**config.mk**
```make
export PLATFORM = sky130hd
export DESIGN_NAME = result_drain_flat
export DESIGN_NICKNAME = d
export VERILOG_FILES = /design/src/rtl/result_drain_if.sv /design/src/rtl/result_drain.sv /design/src/flat_wrapper.sv
export SDC_FILE = /design/constraint.sdc
export NUM_CORES = 1
export LEC_CHECK = 0
export ABC_AREA = 0
export BUFFER_PORTS_ARGS = -buffer_cell sky130_fd_sc_hd__buf_2
export CAP_MARGIN = 0
export CORE_MARGIN = 5
export CORE_UTILIZATION = 45
export DETAILED_ROUTE_END_ITERATION = 6
export PLACE_DENSITY_LB_ADDON = 0.1
export SYNTH_ARGS = -nofsm -noshare
export SYNTH_HDL_FRONTEND = slang
export SYNTH_SLANG_ARGS = --single-unit
```
**constraint.sdc**
```tcl
create_clock -name i_clk -period 30.6 [get_ports i_clk]
set_input_delay 6.12 -clock i_clk [delete_from_list [all_inputs] [get_ports i_clk]]
set_output_delay 6.12 -clock i_clk [all_outputs]
set_load 0.01 [all_outputs]
```
**src/rtl/result_drain_if.sv**
```systemverilog
// Handshake and data bundle between the systolic controller, result_drain and the consumer.
interface result_drain_if #(
    parameter int W = 32,
    parameter int N = 3
);
    localparam int RW = (N > 1) ? $clog2(N) : 1;

    logic                i_start;
    logic [W*N*N-1:0]    i_C;
    logic                i_ready;
    logic [W-1:0]        o_data;
    logic                o_valid;
    logic [RW-1:0]       o_row;
    logic [RW-1:0]       o_col;
    logic                o_last;
    logic                o_busy;
    logic                o_done;
    logic                o_overrun;

    modport slave (
        input  i_start, i_C, i_ready,
        output o_data, o_valid, o_row, o_col, o_last, o_busy, o_done, o_overrun
    );

    modport master (
        output i_start, i_C, i_ready,
        input  o_data, o_valid, o_row, o_col, o_last, o_busy, o_done, o_overrun
    );
endinterface

```
**src/rtl/result_drain.sv**
```systemverilog
// Waits LAT cycles after a compute start, snapshots the N*N result bus and
// streams it row-major over valid/ready with row/column tags.
module result_drain #(
    parameter int W   = 32,
    parameter int N   = 3,
    parameter int LAT = 8
) (
    input  logic           i_clk,
    input  logic           i_rst,
    result_drain_if.slave  bus
);
    localparam int NN = N * N;
    localparam int KW = (NN > 1) ? $clog2(NN) : 1;
    localparam int RW = (N > 1) ? $clog2(N) : 1;
    localparam int CW = (LAT > 1) ? $clog2(LAT) : 1;

    localparam logic [CW-1:0] CNT_INIT = CW'(LAT - 1);
    localparam logic [KW-1:0] K_LAST   = KW'(NN - 1);
    localparam logic [RW-1:0] RC_LAST  = RW'(N - 1);

    typedef enum logic [1:0] {
        S_IDLE,
        S_WAIT,
        S_STREAM
    } state_t;

    state_t         state_q, state_d;
    logic [CW-1:0]  cnt_q, cnt_d;
    logic [KW-1:0]  k_q, k_d;
    logic [RW-1:0]  row_q, row_d;
    logic [RW-1:0]  col_q, col_d;
    logic [W-1:0]   snap_q [NN];
    logic [W-1:0]   snap_d [NN];
    logic           done_q, done_d;
    logic           overrun_q, overrun_d;
    logic           stream;
    logic           accept;

    assign stream = (state_q == S_STREAM);
    assign accept = stream && bus.i_ready;

    always_ff @(posedge i_clk or posedge i_rst) begin
        if (i_rst) begin
            state_q   <= S_IDLE;
            cnt_q     <= '0;
            k_q       <= '0;
            row_q     <= '0;
            col_q     <= '0;
            snap_q    <= '{default: '0};
            done_q    <= 1'b0;
            overrun_q <= 1'b0;
        end else begin
            state_q   <= state_d;
            cnt_q     <= cnt_d;
            k_q       <= k_d;
            row_q     <= row_d;
            col_q     <= col_d;
            snap_q    <= snap_d;
            done_q    <= done_d;
            overrun_q <= overrun_d;
        end
    end

    always_comb begin
        state_d   = state_q;
        cnt_d     = cnt_q;
        k_d       = k_q;
        row_d     = row_q;
        col_d     = col_q;
        snap_d    = snap_q;
        done_d    = 1'b0;
        overrun_d = overrun_q;

        // A start seen in any non-idle state, including the final handshake edge, is dropped.
        if (bus.i_start && state_q != S_IDLE) begin
            overrun_d = 1'b1;
        end

        unique case (state_q)
            S_IDLE: begin
                if (bus.i_start) begin
                    state_d = S_WAIT;
                    cnt_d   = CNT_INIT;
                end
            end
            S_WAIT: begin
                if (cnt_q == '0) begin
                    state_d = S_STREAM;
                    k_d     = '0;
                    row_d   = '0;
                    col_d   = '0;
                    for (int unsigned i = 0; i < NN; i++) begin
                        snap_d[i] = bus.i_C[i*W +: W];
                    end
                end else begin
                    cnt_d = cnt_q - 1'b1;
                end
            end
            S_STREAM: begin
                if (accept) begin
                    if (k_q == K_LAST) begin
                        state_d = S_IDLE;
                        done_d  = 1'b1;
                    end else begin
                        k_d = k_q + 1'b1;
                        if (col_q == RC_LAST) begin
                            col_d = '0;
                            row_d = row_q + 1'b1;
                        end else begin
                            col_d = col_q + 1'b1;
                        end
                    end
                end
            end
            default: state_d = S_IDLE;
        endcase
    end

    always_comb begin
        bus.o_valid   = stream;
        bus.o_data    = stream ? snap_q[k_q] : '0;
        bus.o_row     = stream ? row_q : '0;
        bus.o_col     = stream ? col_q : '0;
        bus.o_last    = stream && (k_q == K_LAST);
        bus.o_busy    = (state_q != S_IDLE);
        bus.o_done    = done_q;
        bus.o_overrun = overrun_q;
    end
endmodule

```
**src/flat_wrapper.sv**
```systemverilog
// flat-port wrapper written by rule: the top's interface ports become plain ports
module result_drain_flat 
#(
    parameter int W   = 32,
    parameter int N   = 3,
    parameter int LAT = 8
)
  (i_clk, i_rst, bus_i_start, bus_i_C, bus_i_ready, bus_o_data, bus_o_valid, bus_o_row, bus_o_col, bus_o_last, bus_o_busy, bus_o_done, bus_o_overrun);
  result_drain_if #(.W(W), .N(N)) bus_i ();
  input  logic i_clk;
  input  logic i_rst;
  input wire logic [$bits(bus_i.i_start)-1:0] bus_i_start;
  input wire logic [$bits(bus_i.i_C)-1:0] bus_i_C;
  input wire logic [$bits(bus_i.i_ready)-1:0] bus_i_ready;
  output wire logic [$bits(bus_i.o_data)-1:0] bus_o_data;
  output wire logic [$bits(bus_i.o_valid)-1:0] bus_o_valid;
  output wire logic [$bits(bus_i.o_row)-1:0] bus_o_row;
  output wire logic [$bits(bus_i.o_col)-1:0] bus_o_col;
  output wire logic [$bits(bus_i.o_last)-1:0] bus_o_last;
  output wire logic [$bits(bus_i.o_busy)-1:0] bus_o_busy;
  output wire logic [$bits(bus_i.o_done)-1:0] bus_o_done;
  output wire logic [$bits(bus_i.o_overrun)-1:0] bus_o_overrun;
  assign bus_i.i_start = bus_i_start;
  assign bus_i.i_C = bus_i_C;
  assign bus_i.i_ready = bus_i_ready;
  assign bus_o_data = bus_i.o_data;
  assign bus_o_valid = bus_i.o_valid;
  assign bus_o_row = bus_i.o_row;
  assign bus_o_col = bus_i.o_col;
  assign bus_o_last = bus_i.o_last;
  assign bus_o_busy = bus_i.o_busy;
  assign bus_o_done = bus_i.o_done;
  assign bus_o_overrun = bus_i.o_overrun;
  result_drain #(.W(W), .N(N), .LAT(LAT)) u_core (.i_clk(i_clk), .i_rst(i_rst), .bus(bus_i));
endmodule
```
==> results of run 1 <==
==> synthesized netlist by cell type, types with 2 or more instances <==
library cell | count | area share (%)
o211ai_1 | 2 | 0.11
ha_1 | 9 | 0.79
buf_6 | 7 | 0.55
nor2_1 | 2 | 0.053
a221oi_1 | 32 | 2.0
dfrtp_1 | 303 | 53
nand3_1 | 6 | 0.21
buf_12 | 6 | 0.85
nor2b_1 | 3 | 0.13
mux4_1 | 4 | 0.74
a21oi_1 | 5 | 0.18
buf_2 | 39 | 1.4
clkbuf_1 | 47 | 1.2
o21ai_0 | 11 | 0.39
and2_1 | 4 | 0.18
a21boi_1 | 32 | 1.7
nand2_1 | 905 | 24
buf_1 | 3 | 0.079
inv_1 | 11 | 0.29
o31ai_1 | 4 | 0.21
nand3b_1 | 3 | 0.16
mux2_1 | 2 | 0.16
mux4_2 | 28 | 4.4
o21ai_1 | 33 | 1.2
mux2i_1 | 64 | 4.5
==> flip-flops by register name (all words and copies together), names as in the netlist <==
signal and count:
u_core.k_q 4, u_core.col_q 2, u_core.snap_q 288, u_core.bus.o_done 1, u_core.row_q 2, u_core.bus.o_overrun 1, u_core.cnt_q 3, u_core.state_q 2
==> power by group <==
group          switching (mW)  internal, mW
clock                   0.161         0.260
sequential             0.0948         0.519
combinational           0.194         0.169
total                   0.449         0.949
==> routing by layer <==
metal  global-route usage (%)  up-vias
met5                        0        -
met1                     36.8     5640
met4                     6.89        0
met2                     34.7      388
li1                         -     5657
met3                     4.28       60
==> final cells by class <==
| type | count | share of cell area (%) |
|---|---|---|
| Sequential cell | 303 | 44.4 |
| Multi-Input combinational cell | 1167 | 35.1 |
| Timing Repair Buffer | 344 | 10.4 |
| Clock buffer | 53 | 6.35 |
| Tap cell | 402 | 2.94 |
| Clock inverter | 4 | 0.446 |
| Inverter | 11 | 0.285 |
| Antenna cell | 6 | 0.0878 |
==> metrics by stage <==
stage | cells | setup WS (ns) | area, sq um
floorplan | 1584 | 16.11 | 14200
global placement | 2227 | 21.41 | 15900
detailed placement | 2227 | 21.38 | 15900
CTS | 2284 | 20.79 | 17100
global route | 2290 | 20.52 | 17100
finish | 2290 | 20.81 | 17100
==> cells by family (layout without fill, tap and decap cells) <==
logic type / after synthesis / after routing / share of synthesized area (%)
compound gates: 129 / 129 / 6.33
mux: 98 / 98 / 9.84
flops: 303 / 303 / 53.3
other cells: 0 / 6 / 0
fa+ha+maj: 9 / 9 / 0.792
buf+inv: 114 / 412 / 4.44
simple gates: 931 / 931 / 25.2
==> final timing paths <==
kind	startpoint	endpoint	cells past startpoint
max in group asynchronous	i_rst	u_core.k_q[1]	3
min in group asynchronous	i_rst	u_core.row_q[0]	2
hold / removal	u_core.bus.o_overrun	u_core.bus.o_overrun	1
hold reg to reg	u_core.bus.o_overrun	u_core.bus.o_overrun	1
setup / recovery	u_core.k_q[0]	bus_o_data[17]	6
setup reg to reg	u_core.state_q[1]	u_core.snap_q[78]	7
==> cell usage in the layout (no fill, tap or decap), types with 3 or more instances in the layout <==
cell type	instances
dfrtp_1	300
mux4_2	28
buf_4	10
mux2i_1	64
o21ai_0	11
a21boi_1	32
nor2b_1	3
inv_1	10
ha_1	9
diode_2	6
nand3b_1	3
mux4_1	4
clkbuf_1	6
buf_2	332
a221oi_1	32
and2_1	4
clkbuf_8	10
nand2_1	905
a21oi_1	5
o31ai_1	4
clkbuf_16	37
nand3_1	6
o21ai_1	33
==> worst max-delay path, stage by stage (launching register included) <==
cell      delay [ns]
dfrtp_4         1.12
buf_4           0.79
mux2i_1         0.17
a221oi_1        0.32
o21ai_1         0.12
a21boi_1        0.40
buf_2           0.21
==> results.yml, run 1 <==
cts:
  cts_hold_buf: 0
  cts_tree: "done"
  clock_path_buffers: 3
  cts_resized: 0
  cts_sinks: 303
  post-cts-setup-buffers: 0
  worstSkewPairLatency_ns: 0.51
  ctsRootBufferMaster: "clkbuf_16"
  cts_buffers: 36
  path_clk_slew_ns: 0.06
  htree_levels: 2
timing:
  post-route-period-util_pct: 32.0
  holdWs_ns: 0.456
  max_freq_mhz: 102
  hold_viol: 0
  fin_tns_setup_ns: 0
  maxSlewHeadroom_pct: 24.8
  setup_violations: 0
  slew_violations: 0
  period_minus_slack_ns: 9.79
  fin_skew_ns: 0.0126
  worstMarginPinSlew_ns: 1.13
  rsz0062_at_grt: "false"
placed_design:
  port_buffers: 332
  gp_congestion: 0.870
  dp_hpwl_um: 29600
drt:
  drc: 0
  wl_met2_um: 18800
  top_layer: "met4"
  met1Wirelength_um: 20100
  drt-total-wl_um: 42800
  drtIter0Drc: 823
  vias: 11700
  wl_per_cell_um: 18.7
  antenna_left: 0
  dr.pass1.iters: 5
  via_per_inst: 5.13
  met3_length_um: 2980
global_route:
  gr-total-overflow: 0
  grt_use_total_pct: 23.9
  antenna_found_initial: 6
  grt_pass1_wl_um: 66900
  grt_pass1_vias: 11900
  grt_max_degree: 240
floorplan:
  coreArea_sq_um: 31400
  start_util_pct: 45.3
  dieArea_sq_um: 35200
  ios: 333
  die_y_um: 188
  rows: 65
  fp.dieW_um: 188
logic_synthesis:
  syn_avg_cell_area_sq_um: 8.97
  syn-num-nets: 1885
  yosys_warnings: 0
  syn_inst: 1584
  synth_edf_count: 0
  synth_cell_type_count: 44
  yosysSeqAreaShare_pct: 53.3
  syn-cell-area_sq_um: 14200
  ys.flop_type: "dfrtp_1"
  async_flop_share_pct: 100
  ys_ff_latch: 303
setup_path:
  cp.arrival_ns: 3.67
  r2r_slack_ns: 27.24
  cp-end-kind: "output pin"
  cp.required_ns: 24.48
  critPathLaunchType: "flip-flop"
  path_class: "flip-flop to output pin"
  worst-path-max-fanout: 59
final_layout:
  syn_to_final_growth_pct: 20.3
  fillerInstances: 2951
  drive_gt1_share_pct: 23.2
  layout.nets: 2164
  multi_input_area_sq_um: 6000
  seq_area_sq_um: 7590
  final_util_pct: 54.5
hold_path:
  worstHoldPathType: "flip-flop to flip-flop"
status:
  outcome: "finished clean"
power_and_ir_drop:
  finalPower_mw: 1.40
  vdd_drop_max_mv: 0.0380
  power_density_nw_per_um2: 81.8
  power_leakage_nw: 8.13
flow_run:
  drv_cap: 0
(Power assumes the default switching activity.)
==> run 2: changes to the inputs <==
==> constraint.sdc (replaced) <==
create_clock -name i_clk -period 10.05 [get_ports i_clk]
set_input_delay 2.01 -clock i_clk [delete_from_list [all_inputs] [get_ports i_clk]]
set_output_delay 2.01 -clock i_clk [all_outputs]
set_load 0.01 [all_outputs]
==> run 2 against run 1 <==
Total power increased to 3.1 times the previous value. Non-clock buffer count increased by 4. Combinational power increased to 3.2 times the previous value. Clock skew increased by 0.0018 ns. Die area unchanged. Flip-flop and latch count unchanged. Clock power increased to 3.3 times the previous value. Wire length decreased by 0.37%. Utilization increased by 0.33 points. Global-route usage decreased by 0.058 points. Register-to-register slack got worse by 21 ns. Critical path type unchanged. Critical endpoint is now bus_o_data[9].
==> results.yml, run 2 (same netlist as run 1, synthesis figures left out) <==
timing:
  fin_tns_setup_ns: 0
  slew_violations: 0
  setup_violations: 0
  fin_ws_ns: 4.40
  fin_skew_ns: 0.0144
  worstMarginPinSlew_ns: 1.15
  maxSlewHeadroom_pct: 23.0
  max_freq_mhz: 177
  period_minus_slack_ns: 5.65
  post-route-period-util_pct: 56.2
  hold_viol: 0
  rsz0062_at_grt: "false"
drt:
  vias: 11700
  drt-total-wl_um: 42600
  via_per_inst: 5.10
  wl_per_cell_um: 18.6
  antenna_left: 0
  dr.pass1.iters: 5
  drc: 0
  drtIter0Drc: 906
final_layout:
  largest_register_ffs: 288
  syn_to_final_growth_pct: 21.0
  layout_commonest_cell: "nand2_1"
  fillerInstances: 2993
  final_cell_mix: "nand2_1, buf_2, dfrtp_1, mux2i_1, clkbuf_16"
  layout.nets: 2167
  final_cell_area_sq_um: 17200
  drive_gt1_share_pct: 23.4
  top_register: "u_core.snap_q"
  fin_cells: 2295
  multi_input_area_sq_um: 6010
  top_regs: "u_core.snap_q x288, u_core.k_q x4, u_core.cnt_q x3"
  seq_area_sq_um: 7590
power_and_ir_drop:
  intPower_mw: 2.98
  p_sw_mw: 1.40
  seqPwrFrac_pct: 41.5
  vdd_drop_max_mv: 0.138
  combPwrFrac_pct: 26.8
  switching_share_pct: 32.0
  power_density_nw_per_um2: 254
  pwr-share-clk_pct: 31.7
  power_leakage_nw: 8.17
placed_design:
  placed_cell_area_sq_um: 15900
  dp_hpwl_um: 29800
  port_buffers: 332
  dp.cells: 2231
  gp_congestion: 0.856
  pre_cts_slack_ns: 4.92
hold_path:
  min_from: "u_core.bus.o_overrun"
  hold_end: "u_core.bus.o_overrun"
  hold_path_depth: 1
  worstHoldPathType: "flip-flop to flip-flop"
setup_path:
  r2r_end: "u_core.snap_q[249]"
  cp-end-kind: "output pin"
  r2r_slack_ns: 5.96
  critPathLaunchType: "flip-flop"
  cp.arrival_ns: 3.64
  path_class: "flip-flop to output pin"
  r2r_start: "u_core.state_q[1]"
  cp.required_ns: 8.04
  worst-path-max-fanout: 65
  rr_worst_depth: 8
global_route:
  antenna_found_initial: 5
  grt_pass1_vias: 11900
  gr-total-overflow: 0
  grt_use_total_pct: 23.8
  grt_max_degree: 163
  grt_pass1_wl_um: 67400
cts:
  clock_path_buffers: 3
  worstSkewPairLatency_ns: 0.51
  cts_resized: 0
  path_clk_slew_ns: 0.06
  cts_hold_buf: 0
  cts_tree: "done"
  ctsRootBufferMaster: "clkbuf_16"
  cts_sinks: 303
  htree_levels: 2
  cts_buffers: 35
  post-cts-setup-buffers: 0
floorplan:
  fp.dieW_um: 188
  die_y_um: 188
  coreArea_sq_um: 31400
  rows: 65
  start_util_pct: 45.3
  dieArea_sq_um: 35200
  ios: 333
status:
  outcome: "finished clean"
flow_run:
  drv_cap: 0
-- run 2: cell types whose count changed in the layout (fill, tap and decap cells not counted), sizes merged --
| cell | previous run | this run |
|---|---|---|
| bufinv | 2 | 6 |
| clkbuf | 53 | 52 |
| inv | 12 | 11 |
| clkinvlp | 1 | 3 |
| diode | 6 | 3 |
| buf | 344 | 348 |
-- run 2: per-stage QoR --
stage / power (mW) / util [%] / hold slack [ns]
detailed placement: 3.00 / 50.8 / 0.451
floorplan: 2.64 / - / 0.437
global route: 4.64 / 54.8 / 0.490
CTS: 4.42 / 54.8 / 0.465
global placement: 2.98 / 50.8 / 0.436
finish: 4.38 / 54.8 / 0.461
-- run 2: worst max-delay path by stage --
stage,depth (start not counted),from,to
6_report,7,u_core.k_q[0],bus_o_data[9]
5_1_grt,7,u_core.k_q[0],bus_o_data[18]
4_1_cts,6,u_core.k_q[0],bus_o_data[0]
3_5_place_dp,7,u_core.k_q[0],bus_o_data[9]
3_3_place_gp,6,u_core.k_q[0],bus_o_data[0]
2_1_floorplan,1,i_rst,u_core.bus.o_done
-- run 2: worst max-delay path, stage by stage (launching register included) --
cell      delay [ns]
dfrtp_4         0.42
buf_4           0.85
buf_4           0.68
mux2i_1         0.17
a221oi_1        0.43
o21ai_1         0.12
a21boi_1        0.19
buf_2           0.16
-- run 2: power by group through the flow --
stage	logic, mW	registers, mW	clock network, mW
after floorplan	0.908	1.73	0
after global placement	1.16	1.83	0
after detailed placement	1.19	1.82	0
after CTS	1.19	1.81	1.42
after global routing	1.32	1.85	1.47
final	1.17	1.82	1.39
-- run 2: layer usage --
layer  up-vias  wire, um  track usage, %  part of all wire (%)
li1       5655         -               -                     -
met1      5593     20100            36.6                    47
met2       373     18500            34.6                    43
met4         2      1180            6.86                   2.8
met5         -        13               0                 0.030
met3        76      2860            4.56                   6.7
-- run 2: area by class of cell --
class                   count  area share, %
flip-flops and latches    303           44.1
multi-input cells        1167           34.9
repair buffers            348           10.4
clock buffers              52           6.12
well taps                 402           2.92
clock inverters             9           1.20
inverters                  11          0.262
diodes                      3         0.0436
